**src/rtl/fetch_unit_if.sv**
```systemverilog
// Bus between fetch_unit, instruction memory, execute (redirect) and the decoder.
interface fetch_unit_if;
    logic        io_imem_req_valid;
    logic        io_imem_req_ready;
    logic [31:0] io_imem_req_addr;
    logic        io_imem_resp_valid;
    logic [31:0] io_imem_resp_data;
    logic        io_redirect_valid;
    logic [31:0] io_redirect_pc;
    logic        io_out_valid;
    logic        io_out_ready;
    logic [31:0] io_out_inst;
    logic [31:0] io_out_pc;

    modport master (
        output io_imem_req_valid, io_imem_req_addr,
        output io_out_valid, io_out_inst, io_out_pc,
        input  io_imem_req_ready, io_imem_resp_valid, io_imem_resp_data,
        input  io_redirect_valid, io_redirect_pc, io_out_ready
    );

    modport slave (
        input  io_imem_req_valid, io_imem_req_addr,
        input  io_out_valid, io_out_inst, io_out_pc,
        output io_imem_req_ready, io_imem_resp_valid, io_imem_resp_data,
        output io_redirect_valid, io_redirect_pc, io_out_ready
    );
endinterface

```
**src/rtl/fetch_unit.sv**
```systemverilog
// Instruction fetch: PC, credit-limited in-order memory requests, {pc,inst} buffer
// towards the decoder, and redirect flush with dropping of in-flight responses.
module fetch_unit #(
    parameter logic [31:0] RESET_PC = 32'h0000_0000,
    parameter int unsigned DEPTH    = 2
) (
    input logic         clock,
    input logic         reset,
    fetch_unit_if.master bus
);
    localparam int unsigned CW = $clog2(DEPTH + 1);
    localparam int unsigned PW = $clog2(DEPTH);
    localparam logic [CW:0] DEPTH_W = (CW + 1)'(DEPTH);

    logic [31:0]   fetch_pc_q, fetch_pc_d;
    logic [31:0]   resp_pc_q, resp_pc_d;
    logic [CW-1:0] outst_q, outst_d;
    logic [CW-1:0] drop_q, drop_d;
    logic [CW-1:0] occ_q, occ_d;
    logic [PW-1:0] rd_ptr_q, rd_ptr_d;
    logic [PW-1:0] wr_ptr_q, wr_ptr_d;
    logic [31:0]   buf_pc_q   [DEPTH];
    logic [31:0]   buf_inst_q [DEPTH];

    logic          out_valid, deq, req_valid, req_fire, resp_fire, enq;
    logic [CW:0]   credit;
    logic [31:0]   redir_pc;

    function automatic logic [PW-1:0] bump(input logic [PW-1:0] p);
        return (p == PW'(DEPTH - 1)) ? '0 : p + 1'b1;
    endfunction

    always_comb begin
        redir_pc  = {bus.io_redirect_pc[31:2], 2'b00};
        out_valid = (occ_q != '0);
        deq       = out_valid & bus.io_out_ready;
        // Entries already owed to the buffer plus those still stored; a dequeue frees one now.
        credit    = {1'b0, outst_q} + {1'b0, occ_q} - {{CW{1'b0}}, deq};
        req_valid = reset & ~bus.io_redirect_valid & (credit < DEPTH_W);
        req_fire  = req_valid & bus.io_imem_req_ready;
        resp_fire = bus.io_imem_resp_valid & (outst_q != '0);
        enq       = resp_fire & ~bus.io_redirect_valid & (drop_q == '0);
    end

    always_comb begin
        fetch_pc_d = fetch_pc_q;
        resp_pc_d  = resp_pc_q;
        outst_d    = outst_q + CW'(req_fire) - CW'(resp_fire);
        drop_d     = drop_q;
        occ_d      = occ_q;
        rd_ptr_d   = rd_ptr_q;
        wr_ptr_d   = wr_ptr_q;
        if (bus.io_redirect_valid) begin
            fetch_pc_d = redir_pc;
            resp_pc_d  = redir_pc;
            drop_d     = outst_q - CW'(resp_fire);
            occ_d      = '0;
            rd_ptr_d   = '0;
            wr_ptr_d   = '0;
        end else begin
            if (req_fire) fetch_pc_d = fetch_pc_q + 32'd4;
            if (resp_fire && drop_q != '0) drop_d = drop_q - 1'b1;
            if (enq) begin
                resp_pc_d = resp_pc_q + 32'd4;
                wr_ptr_d  = bump(wr_ptr_q);
            end
            if (deq) rd_ptr_d = bump(rd_ptr_q);
            occ_d = occ_q + CW'(enq) - CW'(deq);
        end
    end

    always_ff @(posedge clock or negedge reset) begin
        if (!reset) begin
            fetch_pc_q <= RESET_PC;
            resp_pc_q  <= RESET_PC;
            outst_q    <= '0;
            drop_q     <= '0;
            occ_q      <= '0;
            rd_ptr_q   <= '0;
            wr_ptr_q   <= '0;
        end else begin
            fetch_pc_q <= fetch_pc_d;
            resp_pc_q  <= resp_pc_d;
            outst_q    <= outst_d;
            drop_q     <= drop_d;
            occ_q      <= occ_d;
            rd_ptr_q   <= rd_ptr_d;
            wr_ptr_q   <= wr_ptr_d;
        end
    end

    always_ff @(posedge clock) begin
        if (enq) begin
            buf_pc_q[wr_ptr_q]   <= resp_pc_q;
            buf_inst_q[wr_ptr_q] <= bus.io_imem_resp_data;
        end
    end

    // Head is masked while empty so the decoder sees zeros after reset and flushes.
    assign bus.io_imem_req_valid = req_valid;
    assign bus.io_imem_req_addr  = fetch_pc_q;
    assign bus.io_out_valid      = out_valid;
    assign bus.io_out_inst       = out_valid ? buf_inst_q[rd_ptr_q] : '0;
    assign bus.io_out_pc         = out_valid ? buf_pc_q[rd_ptr_q] : '0;
endmodule

```
**src/flat_wrapper.sv**
```systemverilog
// flat-port wrapper written by rule: the top's interface ports become plain ports
module fetch_unit_flat 
#(
    parameter logic [31:0] RESET_PC = 32'h0000_0000,
    parameter int unsigned DEPTH    = 2
)
  (clock, reset, bus_io_imem_req_valid, bus_io_imem_req_addr, bus_io_out_valid, bus_io_out_inst, bus_io_out_pc, bus_io_imem_req_ready, bus_io_imem_resp_valid, bus_io_imem_resp_data, bus_io_redirect_valid, bus_io_redirect_pc, bus_io_out_ready);
  fetch_unit_if bus_i ();
  input logic clock;
  input logic reset;
  output wire logic [$bits(bus_i.io_imem_req_valid)-1:0] bus_io_imem_req_valid;
  output wire logic [$bits(bus_i.io_imem_req_addr)-1:0] bus_io_imem_req_addr;
  output wire logic [$bits(bus_i.io_out_valid)-1:0] bus_io_out_valid;
  output wire logic [$bits(bus_i.io_out_inst)-1:0] bus_io_out_inst;
  output wire logic [$bits(bus_i.io_out_pc)-1:0] bus_io_out_pc;
  input wire logic [$bits(bus_i.io_imem_req_ready)-1:0] bus_io_imem_req_ready;
  input wire logic [$bits(bus_i.io_imem_resp_valid)-1:0] bus_io_imem_resp_valid;
  input wire logic [$bits(bus_i.io_imem_resp_data)-1:0] bus_io_imem_resp_data;
  input wire logic [$bits(bus_i.io_redirect_valid)-1:0] bus_io_redirect_valid;
  input wire logic [$bits(bus_i.io_redirect_pc)-1:0] bus_io_redirect_pc;
  input wire logic [$bits(bus_i.io_out_ready)-1:0] bus_io_out_ready;
  assign bus_io_imem_req_valid = bus_i.io_imem_req_valid;
  assign bus_io_imem_req_addr = bus_i.io_imem_req_addr;
  assign bus_io_out_valid = bus_i.io_out_valid;
  assign bus_io_out_inst = bus_i.io_out_inst;
  assign bus_io_out_pc = bus_i.io_out_pc;
  assign bus_i.io_imem_req_ready = bus_io_imem_req_ready;
  assign bus_i.io_imem_resp_valid = bus_io_imem_resp_valid;
  assign bus_i.io_imem_resp_data = bus_io_imem_resp_data;
  assign bus_i.io_redirect_valid = bus_io_redirect_valid;
  assign bus_i.io_redirect_pc = bus_io_redirect_pc;
  assign bus_i.io_out_ready = bus_io_out_ready;
  fetch_unit #(.RESET_PC(RESET_PC), .DEPTH(DEPTH)) u_core (.clock(clock), .reset(reset), .bus(bus_i));
endmodule
```
**config.mk**
```make
export PLATFORM = sky130hd
export DESIGN_NAME = fetch_unit_flat
export DESIGN_NICKNAME = d
export VERILOG_FILES = /design/src/rtl/fetch_unit_if.sv /design/src/rtl/fetch_unit.sv /design/src/flat_wrapper.sv
export SDC_FILE = /design/constraint.sdc
export NUM_CORES = 1
export LEC_CHECK = 0
export CAP_MARGIN = 20
export CORE_MARGIN = 2
export CORE_UTILIZATION = 53
export CTS_CLUSTER_DIAMETER = 40
export DETAILED_ROUTE_END_ITERATION = 10
export PLACE_DENSITY = 0.84
export SLEW_MARGIN = 20
export SYNTH_ARGS = -nofsm -noshare
export SYNTH_HDL_FRONTEND = slang
export SYNTH_SLANG_ARGS = --single-unit
```
**constraint.sdc**
```tcl
create_clock -name clock -period 6.45 [get_ports clock]
set_input_delay 1.29 -clock clock [delete_from_list [all_inputs] [get_ports clock]]
set_output_delay 1.29 -clock clock [all_outputs]
set_load 0.01 [all_outputs]
```
==> results.toml <==
[outcome]
status = "finished, final reports clean"

[timing]
tightest_slew_ns = 0.859
min_period_ns = 4.76
setup_viol = 0
hold_ws_ns = 0.542
finalSetupTns_ns = 0
max_freq_mhz = 210
finalMaxSlewViolations = 0
rsz0062_at_grt = "no"
finalHoldViolCount = 0
fin_crit_sh_pct = 73.7
slew_headroom_pct = 42.7
finalClockSkew_ns = 0.0123

[clock_network]
root_buffer = "clkbuf_16"
cts_sinks = 192
cts_buffers = 17
cts_tree = "yes"
cts_resized = 0
clk_pin_slew_ns = 0.06
postCtsHoldBufs = 0
post-cts-setup-buffers = 0
clkLatencyLatePin_ns = 0.43
htreeDepth = 4
clockBufferDepth = 2

[yosys]
seq_area_frac_synth_pct = 60.7
synth.ff_latch_count = 192
avgSynthCellArea_um2 = 12.0
async_flop_share_pct = 35.4
synthTopCellsByCount = "edfxtp_1, nor2_1, dfrtp_1, mux2i_1, nand2_1"
mappedNetlistArea_um2 = 8940
yosysUniqueCellTypes = 58
synth-edff-count = 124
yosysMostFrequentCell = "edfxtp_1"
synth_top_area_share_pct = 41.7
netlist_instances = 746
synth_ff_type = "edfxtp_1"
synth_area_leaders = "edfxtp_1, dfrtp_1, mux2i_1"
post-synth-top-area-cell = "edfxtp_1"
synth_warnings = 0

[die]
rows = 47
fp.dieW_um = 134
die_h_um = 134
start_util_pct = 54.1
core_um2 = 16500
dieArea_um2 = 17900
ioPinCount = 168

[routing]
final_antenna_net_count = 0
drt-total-wl_um = 20300
drtIter0Drc = 558
drcViolationCount = 0
dr_total_vias = 6652
avgRoutedWirePerCell_um = 18.0
vias_per_cell = 5.90
firstDrtPassIters = 7

[critical_path]
startpoint_type = "input pin"
crit_chain = "clkdlybuf4s50_1 -> xor2_1 -> nand2_1 -> fa_1 -> xnor2_1 -> buf_4 -> nor3_1 -> clkdlybuf4s50_1"
endpoint_kind = "primary output"
crit_family = "buffers and inverters"
cp_common_cell = "clkdlybuf4s50_1"
path_buf_inv = 3
cpPeakStageDelay_ns = 0.57
critPathSlowestCell = "clkdlybuf4s50_1"
worstPathRequired_ns = 5.16
arrival_ns = 3.47
worstPathMaxFanout = 9
worstSetupPathType = "in2out"

[power]
total_power_mw = 4.12
vdd_drop_max_mv = 0.223
powerDensity_nw_per_um2 = 362
swShare_pct = 31.9
internal-power_mw = 2.80
seqPwrFrac_pct = 39.0
clockPowerShare_pct = 26.5
p_sw_mw = 1.32
p_comb_share_pct = 34.5
p_leak_nw = 3.87

[place]
hpwlAfterDp_um = 13500
place.gp.congestion = 0.831
port_buffers = 161

[global_route]
grt_pass1_vias = 6268
grt_start_max_net_pins = 79
antenna_found_initial = 0
grt_pass1_wl_um = 32300
grt_util_all_layers_pct = 23.2
overflow = 0

[cells_and_area]
diodes = 0
syn2layout_area_growth_pct = 27.2
fin_nets = 973
drive_gt1_share_pct = 7.17
nFillCells = 1184

[job]
maxCapViolations = 0

[hold_path]
hp-class = "reg2reg"
[cell families (layout without fill, tap and decap cells)]
kind of cell / Yosys count / after routing / synth area share (%)
adders and majority gates: 9 / 9 / 1.34
DFF: 192 / 192 / 60.7
muxes: 73 / 73 / 8.29
and+or+nand+nor: 289 / 289 / 17.1
xor gates and xnor gates: 24 / 24 / 2.35
other: 1 / 4 / 0.0419
AOI/OAI and AO/OA: 98 / 98 / 7.43
buffers and inverters: 60 / 218 / 2.74
[sequential cells by signal, indices dropped and copies added, names as in the netlist]
name                         cells
u_core.outst_q                   2
u_core.bus.io_imem_req_addr     30
u_core.occ_q                     2
u_core.resp_pc_q                30
u_core.buf_pc_q                 60
u_core.rd_ptr_q                  1
u_core.drop_q                    2
u_core.buf_inst_q               64
u_core.wr_ptr_q                  1
[through the flow]
step	utilization (%)	area, um2	worst slack [ns]	std cells
3_5_place_dp	64.9	10700	1.68	1094
3_3_place_gp	64.9	10700	1.70	1094
4_1_cts	68.7	11300	1.69	1126
5_1_grt	68.8	11400	1.53	1127
2_1_floorplan	-	8960	1.65	749
6_report	68.8	11400	1.69	1127
[final cells by class]
class	instances	area (um2)	share of cell area, %
Clock buffer	17	425	3.74
Clock inverter	15	193	1.69
Multi-Input combinational cell	497	3310	29.1
Sequential cell	192	5430	47.7
Inverter	17	63.8	0.561
Timing Repair Buffer	169	1680	14.8
Tap cell	220	275	2.42
[metal layers]
| layer | global-route usage, % | vias up | wire length (um) |
|---|---|---|---|
| met5 | 0 | - | 0 |
| met4 | 8.98 | 0 | 426 |
| met3 | 4.65 | 39 | 1530 |
| met2 | 35.9 | 310 | 9460 |
| met1 | 32.7 | 3176 | 8910 |
| li1 | - | 3127 | - |
[worst paths after layout]
check,from,cells past startpoint,slack [ns],endpoint
setup / recovery,bus_io_out_ready,8,1.69,bus_io_imem_req_valid
hold / removal,u_core.resp_pc_q[30],0,0.54,u_core.buf_pc_q[1][30]
setup reg to reg,u_core.occ_q[1],10,2.74,u_core.bus.io_imem_req_addr[27]
hold reg to reg,u_core.resp_pc_q[30],0,0.54,u_core.buf_pc_q[1][30]
max in group asynchronous,reset,2,4.52,u_core.rd_ptr_q
min in group asynchronous,reset,1,0.79,u_core.bus.io_imem_req_addr[26]
[cell usage in the layout, fill, tap and decap left out, drive strengths merged, types with 17 or more instances in the layout]
| master | count |
|---|---|
| edfxtp | 124 |
| nor3 | 17 |
| nand2 | 36 |
| nor2 | 100 |
| a31oi | 25 |
| o31ai | 20 |
| or4 | 24 |
| clkdlybuf4s50 | 160 |
| clkbuf | 17 |
| nor4 | 18 |
| inv | 18 |
| nand4 | 26 |
| dfrtp | 68 |
| nand3 | 23 |
| mux2i | 65 |
[power by group through the flow]
stage               combinational, mW  sequential, mW  clock (mW)
detailed placement               1.39            1.66           0
finish                           1.42            1.60        1.09
global placement                 1.36            1.65           0
global route                     1.54            1.62        1.16
floorplan                       0.799            1.56           0
CTS                              1.40            1.64        1.11
Power figures use the tool's default switching activity.
